===== config.mk =====
export PLATFORM = sky130hd
export DESIGN_NAME = tawas_au_seq_flat
export DESIGN_NICKNAME = d
export VERILOG_FILES = /design/src/rtl/tawas_au_seq_pkg.sv /design/src/rtl/tawas_au_seq_if.sv /design/src/rtl/tawas_au_seq_rr.sv /design/src/rtl/tawas_au_seq.sv /design/src/flat_wrapper.sv
export SDC_FILE = /design/constraint.sdc
export NUM_CORES = 1
export LEC_CHECK = 0
export CORE_MARGIN = 3
export CORE_UTILIZATION = 55
export CTS_CLUSTER_DIAMETER = 50
export DETAILED_ROUTE_END_ITERATION = 16
export MAX_ROUTING_LAYER = met4
export PLACE_DENSITY_LB_ADDON = 0.2
export SLEW_MARGIN = 20
export SYNTH_ARGS = -nofsm -noshare
export SYNTH_HDL_FRONTEND = slang
export SYNTH_SLANG_ARGS = --single-unit

===== constraint.sdc =====
create_clock -name clk -period 7.2 [get_ports clk]
set_input_delay 1.44 -clock clk [delete_from_list [all_inputs] [get_ports clk]]
set_output_delay 1.44 -clock clk [all_outputs]
set_load 0.02 [all_outputs]

===== src/rtl/tawas_au_seq_pkg.sv =====
// Shared constants, op/state encodings and slot payload for the long-op sequencer.
package tawas_au_seq_pkg;

  localparam int unsigned NTHREADS = 4;
  localparam int unsigned THREAD_W = 2;
  localparam int unsigned XLEN     = 32;
  localparam int unsigned REG_W    = 3;
  localparam int unsigned CNT_W    = $clog2(XLEN);

  typedef enum logic [1:0] {
    OP_MULLO = 2'b00,
    OP_MULHI = 2'b01,
    OP_DIVQ  = 2'b10,
    OP_DIVR  = 2'b11
  } op_e;

  typedef enum logic [1:0] {
    IDLE = 2'd0,
    RUN  = 2'd1,
    DONE = 2'd2
  } state_e;

  typedef struct packed {
    op_e              op;
    logic [REG_W-1:0] rd;
    logic [XLEN-1:0]  a;
    logic [XLEN-1:0]  b;
  } req_t;

  function automatic logic is_div(input op_e op);
    return (op == OP_DIVQ) || (op == OP_DIVR);
  endfunction

endpackage


===== src/rtl/tawas_au_seq_if.sv =====
// Request, flush and writeback bundle between the AU decoder and the long-op sequencer.
interface tawas_au_seq_if;
  import tawas_au_seq_pkg::*;

  logic                req_valid;
  logic                req_ready;
  logic [THREAD_W-1:0] req_thread;
  logic [1:0]          req_op;
  logic [REG_W-1:0]    req_reg;
  logic [XLEN-1:0]     req_a;
  logic [XLEN-1:0]     req_b;
  logic                flush_en;
  logic [THREAD_W-1:0] flush_thread;
  logic [NTHREADS-1:0] thread_busy;
  logic                wb_valid;
  logic                wb_ready;
  logic [THREAD_W-1:0] wb_thread;
  logic [REG_W-1:0]    wb_reg;
  logic [XLEN-1:0]     wb_data;

  modport master (
    output req_valid, req_thread, req_op, req_reg, req_a, req_b,
    output flush_en, flush_thread, wb_ready,
    input  req_ready, thread_busy, wb_valid, wb_thread, wb_reg, wb_data
  );

  modport slave (
    input  req_valid, req_thread, req_op, req_reg, req_a, req_b,
    input  flush_en, flush_thread, wb_ready,
    output req_ready, thread_busy, wb_valid, wb_thread, wb_reg, wb_data
  );

endinterface


===== src/rtl/tawas_au_seq_rr.sv =====
// Round-robin arbiter: searches from ptr+1 upward with wrap, first requester wins.
module tawas_au_seq_rr
  import tawas_au_seq_pkg::*;
(
  input  logic [NTHREADS-1:0] req,
  input  logic [THREAD_W-1:0] ptr,
  output logic [NTHREADS-1:0] gnt_oh,
  output logic [THREAD_W-1:0] gnt_idx
);

  logic                found;
  logic [THREAD_W-1:0] idx;

  // Priority rotates so the thread just after the last winner is checked first.
  always_comb begin
    gnt_oh  = '0;
    gnt_idx = '0;
    found   = 1'b0;
    idx     = '0;
    for (int i = 1; i <= int'(NTHREADS); i++) begin
      idx = THREAD_W'((int'(ptr) + i) % int'(NTHREADS));
      if (!found && req[idx]) begin
        found        = 1'b1;
        gnt_oh[idx]  = 1'b1;
        gnt_idx      = idx;
      end
    end
  end

endmodule


===== src/rtl/tawas_au_seq.sv =====
// Per-thread pending slots feeding one shared iterative 32-bit mul/div engine.
module tawas_au_seq
  import tawas_au_seq_pkg::*;
(
  input  logic          clk,
  input  logic          rst_n,
  tawas_au_seq_if.slave bus
);

  state_e              state_q, state_d;
  logic [NTHREADS-1:0] slot_valid_q, slot_valid_d;
  req_t                slot_q [NTHREADS];
  req_t                slot_d [NTHREADS];
  logic [THREAD_W-1:0] ptr_q, ptr_d;
  logic [THREAD_W-1:0] cur_thread_q, cur_thread_d;
  op_e                 cur_op_q, cur_op_d;
  logic [REG_W-1:0]    cur_reg_q, cur_reg_d;
  logic [XLEN-1:0]     hi_q, hi_d, lo_q, lo_d, opnd_q, opnd_d;
  logic [CNT_W-1:0]    cnt_q, cnt_d;
  logic                wb_valid_q, wb_valid_d;
  logic [THREAD_W-1:0] wb_thread_q, wb_thread_d;
  logic [REG_W-1:0]    wb_reg_q, wb_reg_d;
  logic [XLEN-1:0]     wb_data_q, wb_data_d;

  logic [NTHREADS-1:0] flush_mask, arb_req, gnt_oh;
  logic [THREAD_W-1:0] gnt_idx;
  logic                gnt_any, accept, wb_hs, flush_cur, div_ge;
  req_t                gnt_req;
  logic [XLEN:0]       mul_sum, div_shift;
  logic [XLEN-1:0]     result;

  assign bus.req_ready   = !slot_valid_q[bus.req_thread];
  assign bus.thread_busy = slot_valid_q;
  assign bus.wb_valid    = wb_valid_q;
  assign bus.wb_thread   = wb_thread_q;
  assign bus.wb_reg      = wb_reg_q;
  assign bus.wb_data     = wb_data_q;

  assign accept     = bus.req_valid && bus.req_ready;
  assign wb_hs      = wb_valid_q && bus.wb_ready;
  assign flush_cur  = bus.flush_en && (state_q != IDLE) && (bus.flush_thread == cur_thread_q);
  assign flush_mask = bus.flush_en ? (NTHREADS'(1) << bus.flush_thread) : '0;
  // A thread being flushed this cycle must not be started.
  assign arb_req    = slot_valid_q & ~flush_mask;
  assign gnt_any    = |gnt_oh;
  assign gnt_req    = slot_q[gnt_idx];

  tawas_au_seq_rr u_rr (
    .req     (arb_req),
    .ptr     (ptr_q),
    .gnt_oh  (gnt_oh),
    .gnt_idx (gnt_idx)
  );

  // One iteration step: shift-add multiply, restoring divide.
  assign mul_sum   = {1'b0, hi_q} + (lo_q[0] ? {1'b0, opnd_q} : '0);
  assign div_shift = {hi_q, lo_q[XLEN-1]};
  assign div_ge    = div_shift >= {1'b0, opnd_q};

  // Low half holds product-lo / quotient, high half product-hi / remainder.
  always_comb begin
    case (cur_op_q)
      OP_MULLO, OP_DIVQ: result = lo_q;
      default:           result = hi_q;
    endcase
  end

  // Slot bookkeeping and engine sequencing.
  always_comb begin
    state_d      = state_q;
    slot_valid_d = slot_valid_q;
    slot_d       = slot_q;
    ptr_d        = ptr_q;
    cur_thread_d = cur_thread_q;
    cur_op_d     = cur_op_q;
    cur_reg_d    = cur_reg_q;
    hi_d         = hi_q;
    lo_d         = lo_q;
    opnd_d       = opnd_q;
    cnt_d        = cnt_q;
    wb_valid_d   = wb_valid_q;
    wb_thread_d  = wb_thread_q;
    wb_reg_d     = wb_reg_q;
    wb_data_d    = wb_data_q;

    // Commit, then flush, then capture the new request.
    if (wb_hs)        slot_valid_d[cur_thread_q]     = 1'b0;
    if (bus.flush_en) slot_valid_d[bus.flush_thread] = 1'b0;
    if (accept) begin
      slot_valid_d[bus.req_thread] = 1'b1;
      slot_d[bus.req_thread] = '{op: op_e'(bus.req_op), rd: bus.req_reg,
                                 a: bus.req_a, b: bus.req_b};
    end

    case (state_q)
      IDLE: begin
        if (gnt_any) begin
          ptr_d        = gnt_idx;
          cur_thread_d = gnt_idx;
          cur_op_d     = gnt_req.op;
          cur_reg_d    = gnt_req.rd;
          cnt_d        = '0;
          state_d      = RUN;
          if (is_div(gnt_req.op)) begin
            hi_d   = '0;
            lo_d   = gnt_req.a;
            opnd_d = gnt_req.b;
            // Divide by zero skips the iterations: quotient all ones, remainder = dividend.
            if (gnt_req.b == '0) begin
              hi_d    = gnt_req.a;
              lo_d    = '1;
              state_d = DONE;
            end
          end else begin
            hi_d   = '0;
            lo_d   = gnt_req.b;
            opnd_d = gnt_req.a;
          end
        end
      end
      RUN: begin
        if (is_div(cur_op_q)) begin
          hi_d = div_ge ? XLEN'(div_shift - {1'b0, opnd_q}) : div_shift[XLEN-1:0];
          lo_d = {lo_q[XLEN-2:0], div_ge};
        end else begin
          hi_d = mul_sum[XLEN:1];
          lo_d = {mul_sum[0], lo_q[XLEN-1:1]};
        end
        cnt_d = cnt_q + CNT_W'(1);
        if (cnt_q == CNT_W'(XLEN - 1)) state_d = DONE;
      end
      DONE: begin
        if (!wb_valid_q) begin
          wb_valid_d  = 1'b1;
          wb_thread_d = cur_thread_q;
          wb_reg_d    = cur_reg_q;
          wb_data_d   = result;
        end else if (bus.wb_ready) begin
          wb_valid_d = 1'b0;
          state_d    = IDLE;
        end
      end
      default: state_d = IDLE;
    endcase

    // Killing the in-flight thread abandons the engine without a writeback.
    if (flush_cur) begin
      state_d    = IDLE;
      wb_valid_d = 1'b0;
    end
  end

  // State and datapath registers.
  always_ff @(posedge clk or negedge rst_n) begin
    if (!rst_n) begin
      state_q      <= IDLE;
      slot_valid_q <= '0;
      for (int i = 0; i < int'(NTHREADS); i++) slot_q[i] <= '0;
      ptr_q        <= THREAD_W'(NTHREADS - 1);
      cur_thread_q <= '0;
      cur_op_q     <= OP_MULLO;
      cur_reg_q    <= '0;
      hi_q         <= '0;
      lo_q         <= '0;
      opnd_q       <= '0;
      cnt_q        <= '0;
      wb_valid_q   <= 1'b0;
      wb_thread_q  <= '0;
      wb_reg_q     <= '0;
      wb_data_q    <= '0;
    end else begin
      state_q      <= state_d;
      slot_valid_q <= slot_valid_d;
      slot_q       <= slot_d;
      ptr_q        <= ptr_d;
      cur_thread_q <= cur_thread_d;
      cur_op_q     <= cur_op_d;
      cur_reg_q    <= cur_reg_d;
      hi_q         <= hi_d;
      lo_q         <= lo_d;
      opnd_q       <= opnd_d;
      cnt_q        <= cnt_d;
      wb_valid_q   <= wb_valid_d;
      wb_thread_q  <= wb_thread_d;
      wb_reg_q     <= wb_reg_d;
      wb_data_q    <= wb_data_d;
    end
  end

endmodule


===== src/flat_wrapper.sv =====
// flat-port wrapper written by rule: the top's interface ports become plain ports
module tawas_au_seq_flat import tawas_au_seq_pkg::*;
  (clk, rst_n, bus_req_valid, bus_req_thread, bus_req_op, bus_req_reg, bus_req_a, bus_req_b, bus_flush_en, bus_flush_thread, bus_wb_ready, bus_req_ready, bus_thread_busy, bus_wb_valid, bus_wb_thread, bus_wb_reg, bus_wb_data);
  tawas_au_seq_if bus_i ();
  input  logic clk;
  input  logic rst_n;
  input wire logic [$bits(bus_i.req_valid)-1:0] bus_req_valid;
  input wire logic [$bits(bus_i.req_thread)-1:0] bus_req_thread;
  input wire logic [$bits(bus_i.req_op)-1:0] bus_req_op;
  input wire logic [$bits(bus_i.req_reg)-1:0] bus_req_reg;
  input wire logic [$bits(bus_i.req_a)-1:0] bus_req_a;
  input wire logic [$bits(bus_i.req_b)-1:0] bus_req_b;
  input wire logic [$bits(bus_i.flush_en)-1:0] bus_flush_en;
  input wire logic [$bits(bus_i.flush_thread)-1:0] bus_flush_thread;
  input wire logic [$bits(bus_i.wb_ready)-1:0] bus_wb_ready;
  output wire logic [$bits(bus_i.req_ready)-1:0] bus_req_ready;
  output wire logic [$bits(bus_i.thread_busy)-1:0] bus_thread_busy;
  output wire logic [$bits(bus_i.wb_valid)-1:0] bus_wb_valid;
  output wire logic [$bits(bus_i.wb_thread)-1:0] bus_wb_thread;
  output wire logic [$bits(bus_i.wb_reg)-1:0] bus_wb_reg;
  output wire logic [$bits(bus_i.wb_data)-1:0] bus_wb_data;
  assign bus_i.req_valid = bus_req_valid;
  assign bus_i.req_thread = bus_req_thread;
  assign bus_i.req_op = bus_req_op;
  assign bus_i.req_reg = bus_req_reg;
  assign bus_i.req_a = bus_req_a;
  assign bus_i.req_b = bus_req_b;
  assign bus_i.flush_en = bus_flush_en;
  assign bus_i.flush_thread = bus_flush_thread;
  assign bus_i.wb_ready = bus_wb_ready;
  assign bus_req_ready = bus_i.req_ready;
  assign bus_thread_busy = bus_i.thread_busy;
  assign bus_wb_valid = bus_i.wb_valid;
  assign bus_wb_thread = bus_i.wb_thread;
  assign bus_wb_reg = bus_i.wb_reg;
  assign bus_wb_data = bus_i.wb_data;
  tawas_au_seq u_core (.clk(clk), .rst_n(rst_n), .bus(bus_i));
endmodule

==> impl_metrics.tcl, run 1 <==
set metrics [dict create \
    status "completed" \
    synthesis.nets 2475 \
    floorplan.die.height_um 217.6 \
    antenna_found_initial 6 \
    worst_slew_pin_slew_ps 1161 \
    timing.setup.tns_ps 0 \
    yosysWarnings 0 \
    yosys.area.top_type "dfrtp_1" \
    top_register "u_core.slot_q" \
    hold_class "reg2reg" \
    fin_crit_ps 5287 \
    yosys.cell_types.count 79 \
    core_um2 43650 \
    wl_mm 71.18 \
    relSlewSlack_pct 22.61 \
    final_cell_mix "dfrtp_1 (425), mux2_2 (353), mux2i_1 (183)" \
    critPathMaxFanout 45 \
    nets 2525 \
    die_x_um 217.6 \
    crit_path_end_kind "flip-flop" \
    grt_max_degree 140 \
    clkLatencyLatePin_ps 600 \
    hold_violations 0 \
    fillers 3492 \
    syn_area_um2 24630 \
    post-dp-hpwl_mm 49.85 \
    rows 76 \
    dr.first_iter.drc_count 1661 \
    dieArea_um2 47360 \
    gp_congestion 0.9351 \
    setup_violations 0 \
    area_growth_pct 13.28 \
    grt_pass1_wl_mm 110.6 \
    syn_area_per_cell_um2 10.61 \
    grt_pass1_vias 18540 \
    vias_per_cell 6.336 \
    async_flop_share_pct 100.0 \
    grt.total_usage_pct 30.87 \
    cts_made_buffers 48 \
    setup.worst_path.class "in2reg" \
    start_util_pct 56.44 \
    cts_tree "yes" \
    io_buffer_count 120 \
    drtAntennaViolNets 0 \
    multiInputGateArea_um2 13080 \
    synthCells 2321 \
    final_common_cell "dfrtp_1" \
    vias 19000 \
    fmaxAchievable_mhz 189.2 \
    ff_latch_area_um2 10770 \
    largest_reg_flops 276 \
    grt_overflow 0 \
    clk_pin_slew_ps 60 \
    ys.flop_type "dfrtp_1" \
    htree_levels 2 \
    worstPathRequired_ps 7690 \
    ys_ff_latch 430 \
    clock-sinks 430 \
    cap_violations 0 \
    worstSetupStartpoint "bus_flush_thread[0]" \
    seq_area_frac_synth_pct 43.69 \
    cp.arrival_ps 5770 \
    wire_per_inst_um 23.73 \
    hold_path.startpoint "u_core.cnt_q[3]" \
    synthTopCellsByArea "dfrtp_1 (43%), mux2_2 (16%), mux2i_1 (7.4%)" \
    synth_top_area_share_pct 43.48 \
    cts_root_buf "clkbuf_16" \
    dr.pass1.iters 5 \
    ioPinCount 121 \
    cts_setup_buffers 0 \
    skew_ps 15.32 \
    r2r-start "u_core.ptr_q[0]" \
    cts.hold.buffers_added 0 \
    drive_above_1_share_pct 20.37 \
    route.detailed.drc 0 \
    cts.path.max_buffers 3 \
    cts_resized 0 \
    synth_edf_count 0 \
    cp-start-kind "input pin" \
    post-route-period-util_pct 73.42 \
    slew_violations 0 \
    utilization_pct 63.93 \
    grt_setup_unrepaired "no" \
]
[metrics by stage]
stage	instance area, um2	worst slack, ps	hold slack [ps]	instances
after floorplan	24630	3231	444.4	2321
after global placement	26240	1467	467.5	2906
after detailed placement	26240	1374	477.5	2906
after CTS	27890	2004	485.4	2995
after global routing	27900	1640	511.8	2999
final	27900	1913	485.4	2999
[metal layers]
metal | GRT usage [%] | part of all wire, % | up-vias
li1 | - | - | 8681
met3 | 6.521 | 7.4 | 112
met1 | 43.86 | 45 | 9553
met4 | 8.241 | 2.6 | 0
met5 | - | 0 | -
met2 | 45.34 | 45 | 656
[path summary, 6_finish.rpt]
kind                                      end  slack [ps]  depth (start not counted)
setup / recovery               u_core.lo_q[5]        1910                         12
hold / removal                u_core.cnt_q[3]         490                          1
setup reg to reg               u_core.lo_q[5]        2230                         12
hold reg to reg               u_core.cnt_q[3]         490                          1
max in group asynchronous  u_core.slot_q[178]        4950                          2
min in group asynchronous   u_core.slot_q[28]         850                          1
[area by class of cell]
| class | instances | share of cell area [%] |
|---|---|---|
| sequential | 430 | 38.58 |
| inverter | 64 | 0.8609 |
| antenna | 4 | 0.03587 |
| timing repair buffer | 146 | 5.112 |
| tap | 585 | 2.623 |
| clock inverter | 20 | 0.9327 |
| multi-input combinational | 1681 | 46.87 |
| clock buffer | 69 | 4.986 |
[logic make-up after synthesis]
logic type                 count (synthesis)  share of synthesized area [%]
adders and majority gates                 76                          3.921
AOI/OAI and AO/OA                        496                          12.86
DFF                                      430                          43.69
buffers and inverters                    210                          3.479
xor gates and xnor gates                  51                          1.813
and+or+nand+nor                          508                          9.869
muxes                                    550                          24.36
[cells in the mapped netlist, drive strengths merged (10+ instances only)]
cell and n:
dfrtp 428, mux2 364, mux2i 184, nor2 168
a21oi 167, nand2 114, clkbuf 103, o21ai 94
ha 74, inv 64, nor3 49, buf 43
a221oi 37, and2 37, o22ai 36, nor4 34
xnor2 33, nand3 30, a211oi 27, nand4 23
xor2 18, a31oi 17, a21o 16, a22oi 13
o211ai 12, a221o 11, o21a 10, o21bai 10
[critical path: stages]
cell and delay, ps:
clkdlybuf4s50_1 540, nand3b_1 350, nand2_1 200, a221oi_2 90, o21ai_4 690, buf_4 550
buf_4 660, mux2_2 280, nor2_1 30, a21oi_1 390, o22ai_1 160, a221oi_1 340
Power of run 1 is not shown: default switching activity piles up to over one toggle a cycle in this logic, so the estimate is an artifact.
==> run 2: changes to the inputs <==
==> constraint.sdc (replaced) <==
create_clock -name clk -period 5 [get_ports clk]
set_input_delay 1 -clock clk [delete_from_list [all_inputs] [get_ports clk]]
set_output_delay 1 -clock clk [all_outputs]
set_load 0.02 [all_outputs]
==> impl_metrics.tcl, run 2 (same netlist as run 1, synthesis figures left out) <==
set metrics [dict create \
    status "completed" \
    top_register "u_core.slot_q" \
    final_common_cell "dfrtp_1" \
    rr_endpoint "u_core.lo_q[15]" \
    post-route-period-util_pct 88.75 \
    worstSetupStartpoint "u_core.ptr_q[0]" \
    cts_resized 0 \
    final_cell_mix "dfrtp_1 (426), mux2_2 (353), mux2i_1 (183)" \
    cts_made_buffers 51 \
    cts_tree "yes" \
    vias_per_cell 6.373 \
    drive_above_1_share_pct 21.05 \
    drtAntennaViolNets 0 \
    largest_reg_flops 276 \
    cts.hold.buffers_added 0 \
    worst_slew_pin_slew_ps 1090 \
    core_um2 43650 \
    io_buffer_count 120 \
    crit_path_end_kind "flip-flop" \
    r2r_cells 12 \
    skew_ps 22.51 \
    setup_violations 0 \
    floorplan.die.height_um 217.6 \
    crit_chain "inv_1 > ha_1 > inv_1 > a221oi_2 > o21ai_4 > buf_12 > buf_4 > mux2_2 > nor2_1 > a21oi_1 > o22ai_1 > a221oi_1" \
    gp_congestion 0.9420 \
    wl_mm 71.88 \
    grt.total_usage_pct 31.20 \
    cp_slowest_cell "o21ai_4" \
    rows 76 \
    hold_violations 0 \
    post-dp-hpwl_mm 51.55 \
    cp.arrival_ps 4920 \
    relSlewSlack_pct 27.03 \
    hold_class "in2async" \
    place_area_um2 26450 \
    clk_pin_slew_ps 60 \
    worst_slack_ps 562.6 \
    cap_violations 0 \
    htree_levels 2 \
    worstPathRequired_ps 5490 \
    r2r_slack_ps 560 \
    r2r-start "u_core.ptr_q[0]" \
    grt_max_degree 115 \
    cts.path.max_buffers 3 \
    post-place-ws_ps 200.8 \
    clock-sinks 430 \
    route.detailed.drc 0 \
    grt_overflow 0 \
    critPathMaxFanout 31 \
    fmaxAchievable_mhz 225.4 \
    path_common_cell "inv_1" \
    max_stage_delay_ps 870 \
    grt_pass1_wl_mm 112.7 \
    clkLatencyLatePin_ps 610 \
    dieArea_um2 47360 \
    area_growth_pct 14.49 \
    endpoint "u_core.lo_q[15]" \
    dr.pass1.iters 6 \
    cp-start-kind "flip-flop" \
    stdcell_area_um2 28200 \
    fin_crit_ps 4437 \
    ioPinCount 121 \
    antenna_found_initial 0 \
    dr.first_iter.drc_count 1706 \
    start_util_pct 56.44 \
    slew_violations 0 \
    setup.worst_path.class "reg2reg" \
    die_x_um 217.6 \
    timing.setup.tns_ps 0 \
    grt_setup_unrepaired "no" \
    cts_root_buf "clkbuf_16" \
    grt_pass1_vias 18770 \
    nets 2543 \
    wire_per_inst_um 23.85 \
    utilization_pct 64.61 \
    antenna_cells 0 \
    vias 19200 \
    cts_setup_buffers 0 \
]
[run 2: cell types whose count changed in the layout (fill, tap and decap cells not counted), moves of 2 or more]
cell / previous run / this run
clkinv_2: 8 / 3
clkinvlp_4: 0 / 3
inv_8: 0 / 2
clkinv_4: 0 / 3
clkbuf_1: 11 / 8
buf_4: 24 / 31
clkbuf_16: 49 / 52
inv_6: 5 / 3
clkbuf_8: 9 / 14
bufinv_16: 4 / 2
buf_12: 2 / 10
diode_2: 4 / 0
[run 2: area by class of cell]
class | instances | area [um2]
inverter | 64 | 240.2
timing repair buffer | 161 | 1639
sequential | 430 | 10770
fill | 3449 | 15450
clock buffer | 74 | 1524
tap | 585 | 732.0
clock inverter | 18 | 222.7
multi-input combinational | 1681 | 13080
[run 2: worst max-delay path: cells and delay by family (launching register included)]
kind / cells / cell delay, ps
AO/OA/AOI/OAI: 5 / 1920
AND/OR/NAND/NOR: 1 / 30
adder cells (fa/ha/maj): 1 / 420
buffers and inverters: 4 / 1040
flip-flops: 1 / 680
multiplexers: 1 / 180
[run 2: per-stage QoR]
step | instances | hold WS [ps]
floorplan | 2321 | 444.4
global placement | 2921 | 467.0
detailed placement | 2921 | 482.6
CTS | 3013 | 493.1
global route | 3013 | 508.9
finish | 3013 | 441.8
[run 2: worst min-delay path by stage]
stage | from | to | slack, ps
after global placement | u_core.cur_reg_q[1] | u_core.cur_reg_q[1] | 470
after detailed placement | u_core.cnt_q[3] | u_core.cnt_q[3] | 480
final | rst_n | u_core.slot_q[163] | 440
after global routing | rst_n | u_core.slot_q[163] | 510
after CTS | u_core.cnt_q[3] | u_core.cnt_q[3] | 490
after floorplan | u_core.cur_reg_q[0] | u_core.cur_reg_q[0] | 440
[run 2: metal layers]
metal | vias to the layer above | GRT usage, % | routed length (um)
li1 | 8711 | - | -
met1 | 9748 | 44.92 | 32770
met2 | 643 | 47.17 | 32950
met3 | 100 | 4.333 | 4712
met4 | 0 | 7.654 | 1443
met5 | - | - | 0
Power of run 2 is left out for the same reason.
